==> config.mk <==
export PLATFORM = sky130hd
export DESIGN_NAME = free_list
export DESIGN_NICKNAME = d
export VERILOG_FILES = /design/src/rtl/free_list.sv
export SDC_FILE = /design/constraint.sdc
export NUM_CORES = 1
export LEC_CHECK = 0
export CAP_MARGIN = 10
export CELL_PAD_IN_SITES_DETAIL_PLACEMENT = 1
export CELL_PAD_IN_SITES_GLOBAL_PLACEMENT = 1
export CORE_ASPECT_RATIO = 1.2
export CORE_MARGIN = 2
export CORE_UTILIZATION = 50
export DETAILED_ROUTE_END_ITERATION = 10
export GPL_ROUTABILITY_DRIVEN = 1
export GPL_TIMING_DRIVEN = 0
export HOLD_SLACK_MARGIN = 0.12
export PLACE_DENSITY_LB_ADDON = 0.1
export SYNTH_ARGS = -nofsm -noshare
export SYNTH_HDL_FRONTEND = slang
export SYNTH_SLANG_ARGS = --single-unit
==> constraint.sdc <==
create_clock -name clock -period 10.5 [get_ports clock]
set_input_delay 2.1 -clock clock [delete_from_list [all_inputs] [get_ports clock]]
set_output_delay 2.1 -clock clock [all_outputs]
set_load 0.02 [all_outputs]
==> src/rtl/free_list.sv <==
`timescale 1ns/1ps
// free_list: circular FIFO of free physical-register tags for a 2-wide rename stage.
// Latency: fl_pr0/fl_pr1/fl_avail_num/fl_count are combinational from registered state; fl_error is registered (one cycle).
// Backpressure: dispatch may take at most fl_avail_num tags. Excess requests are clamped, as are returns that would overfill the list, and either one pulses fl_error.
//
// Ports:
//   clock, reset          - single clock, synchronous active-high reset
//   id_dispatch_num       - tags requested by dispatch this cycle (0..2)
//   rob_retire_num        - Told tags returned by retirement this cycle (0..2)
//   rob_retire_told0/1    - returned tags, told0 is the older instruction
//   rob_flush             - squash: recover every tag held by un-retired instructions
//   fl_pr0/fl_pr1         - next free tags, valid up to fl_avail_num
//   fl_avail_num          - min(count, 2)
//   fl_count              - number of free tags held (0..DEPTH)
//   fl_error              - one-cycle pulse after an underflow or overflow attempt
module free_list #(
  parameter int NUM_PR = 64,
  parameter int NUM_AR = 32,
  parameter int DEPTH  = NUM_PR - NUM_AR,
  parameter int PTR_W  = $clog2(DEPTH)
) (
  input  logic             clock,
  input  logic             reset,
  input  logic [1:0]       id_dispatch_num,
  input  logic [1:0]       rob_retire_num,
  input  logic [6:0]       rob_retire_told0,
  input  logic [6:0]       rob_retire_told1,
  input  logic             rob_flush,
  output logic [6:0]       fl_pr0,
  output logic [6:0]       fl_pr1,
  output logic [1:0]       fl_avail_num,
  output logic [PTR_W:0]   fl_count,
  output logic             fl_error
);

  localparam int CW = PTR_W + 1;

  logic [6:0]       entries [DEPTH];
  logic [PTR_W-1:0] head;
  logic [PTR_W-1:0] tail;
  logic [CW-1:0]    count;
  logic             error_q;

  logic [PTR_W-1:0] head_p1;
  logic [PTR_W-1:0] tail_p1;
  logic [PTR_W-1:0] head_next;
  logic [PTR_W-1:0] tail_next;
  logic [CW-1:0]    count_next;
  logic [CW-1:0]    held;
  logic [CW-1:0]    space;
  logic [1:0]       avail;
  logic [1:0]       alloc;
  logic [1:0]       req_rel;
  logic [1:0]       rel;
  logic             disp_err;
  logic             ovf_err;

  // DEPTH is a power of two, so natural PTR_W-bit overflow is the modulo wrap.
  assign head_p1 = head + 1'b1;
  assign tail_p1 = tail + 1'b1;

  always_comb begin
    avail      = (count >= CW'(2)) ? 2'd2 : count[1:0];
    req_rel    = (rob_retire_num == 2'd3) ? 2'd2 : rob_retire_num;
    alloc      = 2'd0;
    disp_err   = 1'b0;
    rel        = req_rel;
    ovf_err    = 1'b0;

    // Flush redirects head, so a dispatch request in that cycle takes nothing.
    if (!rob_flush) begin
      disp_err = (id_dispatch_num > avail);
      alloc    = disp_err ? avail : id_dispatch_num;
    end

    // Room for returns is judged after this cycle's allocation leaves; only
    // as many returns as fit are written, the rest are dropped.
    held  = count - CW'(alloc);
    space = CW'(DEPTH) - held;
    if (space < CW'(req_rel)) begin
      rel     = space[1:0];
      ovf_err = 1'b1;
    end

    tail_next  = tail + PTR_W'(rel);
    // On flush the slots between the new tail and the old head hold exactly the
    // tags of squashed instructions in dispatch order, so rewinding head to the
    // tail recovers all of them.
    head_next  = rob_flush ? tail_next : head + PTR_W'(alloc);
    count_next = rob_flush ? CW'(DEPTH) : held + CW'(rel);
  end

  always_ff @(posedge clock) begin
    if (reset) begin
      for (int i = 0; i < DEPTH; i++) begin
        entries[i] <= 7'(NUM_AR + i);
      end
      head    <= '0;
      tail    <= '0;
      count   <= CW'(DEPTH);
      error_q <= 1'b0;
    end else begin
      if (rel != 2'd0) begin
        entries[tail] <= rob_retire_told0;
      end
      if (rel == 2'd2) begin
        entries[tail_p1] <= rob_retire_told1;
      end
      head    <= head_next;
      tail    <= tail_next;
      count   <= count_next;
      error_q <= disp_err | ovf_err;
    end
  end

  // Released tags are never bypassed: they show up only once head reaches them.
  assign fl_pr0       = entries[head];
  assign fl_pr1       = entries[head_p1];
  assign fl_avail_num = avail;
  assign fl_count     = count;
  assign fl_error     = error_q;

endmodule

# Yosys cells after proc, flatten, opt, wreduce, memory -nomap -nowiden
# Memory sizes are Yosys's and may differ from the RTL's. A register that Yosys moved wholly into a read port is not among the register bits.
# Cells that the tools add are included.
# Widths: inputs -> output; s select.
[op_classes] n_mux=23 bitwise=1 n_reduce_logical=4 addsub=7 order_cmp=3 eq_ne=2
[ops] operator="$mux 5" count=4
[ops] operator="$mux 7" count=2
[ops] operator="$reduce_or 7->1" count=2
[ops] operator="$mux 1" count=12
[ops] operator="$add 5x1->5 const B" count=2
[ops] operator="$add 5x2->5" count=2
[ops] operator="$mux 2" count=5
[ops] operator="$add 6x2->6" count=1
[ops] operator="$ge 6x2->1 const B" count=1
[ops] operator="$lt 6x2->1" count=1
[ops] operator="$sub 6x2->6" count=1
[ops] operator="$sub 6x6->6 const A" count=1
[ops] operator="$eq 2x2->1 const B" count=2
[ops] operator="$gt 2x2->1" count=1
[ops] operator="$reduce_bool 2->1" count=1
[ops] operator="$reduce_or 2->1" count=1
[ops] operator="$or 1x1->1" count=1
[word_totals] in_bits=21 elab_cells=45 register_bits=17 mem_count=1 output_inout_bits=23 ram_bits=224
[mem_list] memory="entries" depth=32 word_bits=7 rd=2 rd_ports_with_merged_regs=1 write_ports=32 line_no="38" text="logic [6:0] entries [DEPTH];"

# Longest topological paths before layout
[depth] word_depth=15 ltp_mapped=23 mapped_depth_nobuf=22

# Worst setup path before layout
# No wires, ideal clock.
[synth_timing] path_type="input to register" startpoint="in id_dispatch_num[1]" endpoint="reg head[4]" setup_ns=0.070 cell_stages=20 arrival_ns=6.306 t_required_ns=10.430 n_path_buf=1 slack_ns=4.124 cell_sequence="ha_1 > nand3_1 > a21oi_1 > ha_1 > fa_1 > xnor2_1 > nor3b_1 > o2111ai_1 > a221o_2 > or2_0 > buf_6 > nor2_1 > a31o_2 > ha_1 > inv_1 > fa_1 > or3_1 > a21oi_1 > nor2_1 > a21oi_1"
[synth_via] elab_chain_len=9 word_cells_on_any_way=10
[synth_rtl] element="start, declared" line_no="24" text="input logic [1:0] id_dispatch_num,"
[synth_rtl] element="$gt 2x2->1" line_no="72" text="disp_err = (id_dispatch_num > avail);"
[synth_rtl] element="$mux 2 *" line_no="73" text="alloc = disp_err ? avail : id_dispatch_num;"
[synth_rtl] element="$mux 2 *" line_no="71" text="if (!rob_flush) begin"
[synth_rtl] element="$sub 6x2->6" line_no="78" text="held = count - CW'(alloc);"
[synth_rtl] element="$sub 6x6->6" line_no="79" text="space = CW'(DEPTH) - held;"
[synth_rtl] element="$lt 6x2->1" line_no="80" text="if (space < CW'(req_rel)) begin"
[synth_rtl] element="$mux 2" line_no="80"
[synth_rtl] element="$add 5x2->5" line_no="85" text="tail_next = tail + PTR_W'(rel);"
[synth_rtl] element="$mux 5 *" line_no="89" text="head_next = rob_flush ? tail_next : head + PTR_W'(alloc);"
[synth_rtl] element="end signal, assigned" line_no="109" text="head <= head_next;"
[synth_rtl] element="end, declared" line_no="39" text="logic [PTR_W-1:0] head;"
# Mark *: on every way between the ends. The rest lies on a longest branch, timed or not.
# A chain may end at the register's enable or synchronous reset.

==> summary.txt <==
Placed design
  – Placed cells: 1484
  – Placer congestion estimate: 1.022
  – Port bufs: 37
  – Final HPWL DP: 47560 µm

Clock network
  – H-tree levels: 1
  – Clock tree sinks: 241
  – Hold Buf Count CTS: 0
  – Clock-pin slew on the worst setup and hold paths: 0.05 ns
  – Setup Fix Bufs, Post-CTS: 0
  – Maximum clock insertion buffer count: 3
  – Worst skew pair latency: 0.57 ns
  – Root Buffer: clkbuf_16
  – CTS buffer count: 26
  – CTS tree: yes
  – Cts repair resizes: 0

Yosys
  – Post-synth top area cell: edfxtp_1
  – Sequential area share after synthesis: 49.00%
  – Synth top area share: 46.64%
  – Cell count after synthesis: 1052
  – Yosys synthesis warning count: 0
  – Synth Net Count: 1089
  – Cell with the most instances after synthesis: edfxtp_1
  – Avg Cell Area, Syn: 13.71 µm²
  – #FFs+latches synth: 241
  – Most used DFF post-synth: edfxtp_1
  – Number of flops mapped to enable cells by yosys: 224
  – Synth top cells by count: edfxtp_1 (224), mux4_2 (140), nor2_1 (94)
  – Synth area leaders: edfxtp_1 (47%), mux4_2 (22%), a22o_1 (2.5%)
  – Mapped Area: 14420 µm²
  – Async set-reset flop share out of synthesis: 0%
  – Netlist cell types: 66

Run status
  – Status: complete, no violations

Timing
  – Fmax: 0.1295 GHz
  – Endpoints failing hold: 0
  – RSZ-0062 raised after global routing: no
  – Clock skew: 0.02886 ns
  – Fin Hold WS: 0.7031 ns
  – Slew Viols, Final: 0
  – Final period utilization: 73.52%
  – Slew HR: 6.246%
  – Min Tclk post-route: 7.720 ns
  – Worst-margin pin slew: 1.396 ns
  – Final setup fails: 0
  – Setup TNS: 0 ns

Floorplanning
  – IO Pins: 44
  – Initial Util: 50.45%
  – Die area: 30220 µm²
  – Core box area: 28590 µm²
  – Row cnt: 68
  – Die Span Y: 190.0 µm
  – DIE WIDTH: 159.0 µm

Final layout
  – # nets final: 1169
  – Post-layout util: 56.72%
  – Antenna diode count: 0
  – Fillers: 2809
  – Layout cells sized above 1: 22.63%
  – Fin cells: 1534
  – Syn-to-layout area delta: 12.44%

Pwr
  – Static leakage: 4.653 nW
  – Worst IR Drop VDD: 0.0001368 V
  – PwrDens: 180.0 nW/µm²
  – Power Total: 2.919 mW

Drt
  – Via count: 11620
  – DRT iter0 DRCs: 2026
  – Routed WL per cell: 41.55 µm
  – Post-Route WL: 63740 µm
  – Pre-Repair DR Iteration Count: 6
  – DR vias/cell: 7.572
  – Number of routed nets with antenna violations: 0
  – DR DRC count: 0

Flow run
  – # Max-Cap Violations: 0

Setup path
  – Setup crit end kind: output port
  – Peak per-stage delay on the critical path: 0.91 ns
  – Worst reg-to-reg path cell count: 17
  – CP Class: reg -> out
  – Worst Setup Start Kind: register
  – Most frequent CP cell: clkbuf_1
  – Crit path DAT: 5.62 ns
  – Crit-path cells: clkbuf_1 -> clkbuf_1 -> clkbuf_1 -> clkbuf_1 -> mux4_2 -> mux4_2 -> mux2_2 -> clkdlybuf4s50_1
  – CP required: 8.40 ns
  – Crit-path max FO: 10
  – Crit path max-delay cell type: clkbuf_1

Global route
  – Initial antenna violation count: 3
  – First-pass GRT wire length: 88260 µm
  – Number of global-route vias before repair: 11420
  – Largest net degree at the start of global routing: 15
  – Gr ovfl total: 0
  – Gr usage total: 42.32%

Worst hold path
  – Hold path depth: 2
  – Worst Hold Class: reg -> reg
## power breakdown
| part | switching, mW | internal, mW |
|---|---|---|
| combinational | 0.544 | 0.327 |
| sequential | 0.0288 | 1.09 |
| clock | 0.413 | 0.515 |
| total | 0.985 | 1.93 |
## state kept, by name, summed over array words and instances, names as in the netlist
| signal | count |
|---|---|
| tail | 5 |
| head | 5 |
| entries | 224 |
| fl_error | 1 |
| fl_count | 6 |
## through the flow
step                      area (µm²)  setup WS, ns
after CTS                      16190         2.833
final                          16220         2.780
after floorplan                14420         4.124
after global routing           16220         2.650
after detailed placement       15370         2.765
after global placement         15270         2.469
## area by class of cell
| cell class | count | area [µm²] | share of cell area, % |
|---|---|---|---|
| Sequential cell | 241 | 7067 | 43.58 |
| Inverter | 24 | 90.09 | 0.5556 |
| Multi-Input combinational cell | 693 | 6888 | 42.48 |
| Clock inverter | 16 | 137.6 | 0.8488 |
| Buffer | 94 | 384.1 | 2.369 |
| Timing Repair Buffer | 52 | 484.2 | 2.986 |
| Clock buffer | 29 | 683.2 | 4.213 |
| Tap cell | 385 | 481.7 | 2.971 |
## critical path, delay by kind of cell, from the launching register on
| kind | cells | cell delay (ns) |
|---|---|---|
| buffers and inverters | 5 | 3.29 |
| muxes | 3 | 1.28 |
| DFF | 1 | 0.48 |
## cell families (layout without fill, tap and decap cells)
kind of cell / after synthesis / in the layout / synth area share (%)
adders and majority gates: 16 / 16 / 1.596
DFF: 241 / 241 / 49.00
muxes: 159 / 159 / 23.35
and+or+nand+nor: 292 / 292 / 10.16
buffers and inverters: 118 / 215 / 3.288
AOI/OAI and AO/OA: 210 / 210 / 11.63
xor gates and xnor gates: 16 / 16 / 0.9718
## worst paths after layout
kind / start / endpoint / slack, ns
worst min register to register: tail[0] / tail[0] / 0.70
worst max-delay path: head[0] / fl_pr0[5] / 2.78
worst min-delay path: tail[0] / tail[0] / 0.70
worst max register to register: fl_count[2] / entries[10][2] / 3.95
## metal layers
| metal | up-vias | track usage [%] | wire length (µm) | part of all wire (%) |
|---|---|---|---|---|
| met5 | - | 0 | 47 | 0.074 |
| met4 | 6 | 26.61 | 5155 | 8.1 |
| met3 | 259 | 10.53 | 8299 | 13 |
| met2 | 1032 | 65.27 | 28240 | 44 |
| met1 | 5888 | 54.13 | 22000 | 35 |
| li1 | 4431 | - | - | - |
## cell usage in the layout, fill, tap and decap left out, types with 5 or more instances in the layout
cell,instances
clkdlybuf4s50_1,37
buf_1,11
o22ai_1,21
clkinv_1,8
buf_4,5
nor2b_1,8
ha_1,12
a22o_1,41
a32oi_1,6
nand2b_1,35
dfxtp_1,17
a21oi_1,21
edfxtp_1,224
clkbuf_16,27
o22a_1,28
nand2_1,30
or2_2,17
mux4_2,140
nor2_1,94
nor4_1,5
nand3_1,41
o21ai_0,21
o21bai_1,5
clkbuf_1,77
a22oi_1,25
o32a_1,7
inv_1,21
or3_1,13
buf_2,10
a32oi_2,6
and3_1,5
nor3_1,26
xnor2_1,9
xor2_1,7
nor3_2,5
mux2_2,15
Note: power is estimated with default switching activity, not from simulation.
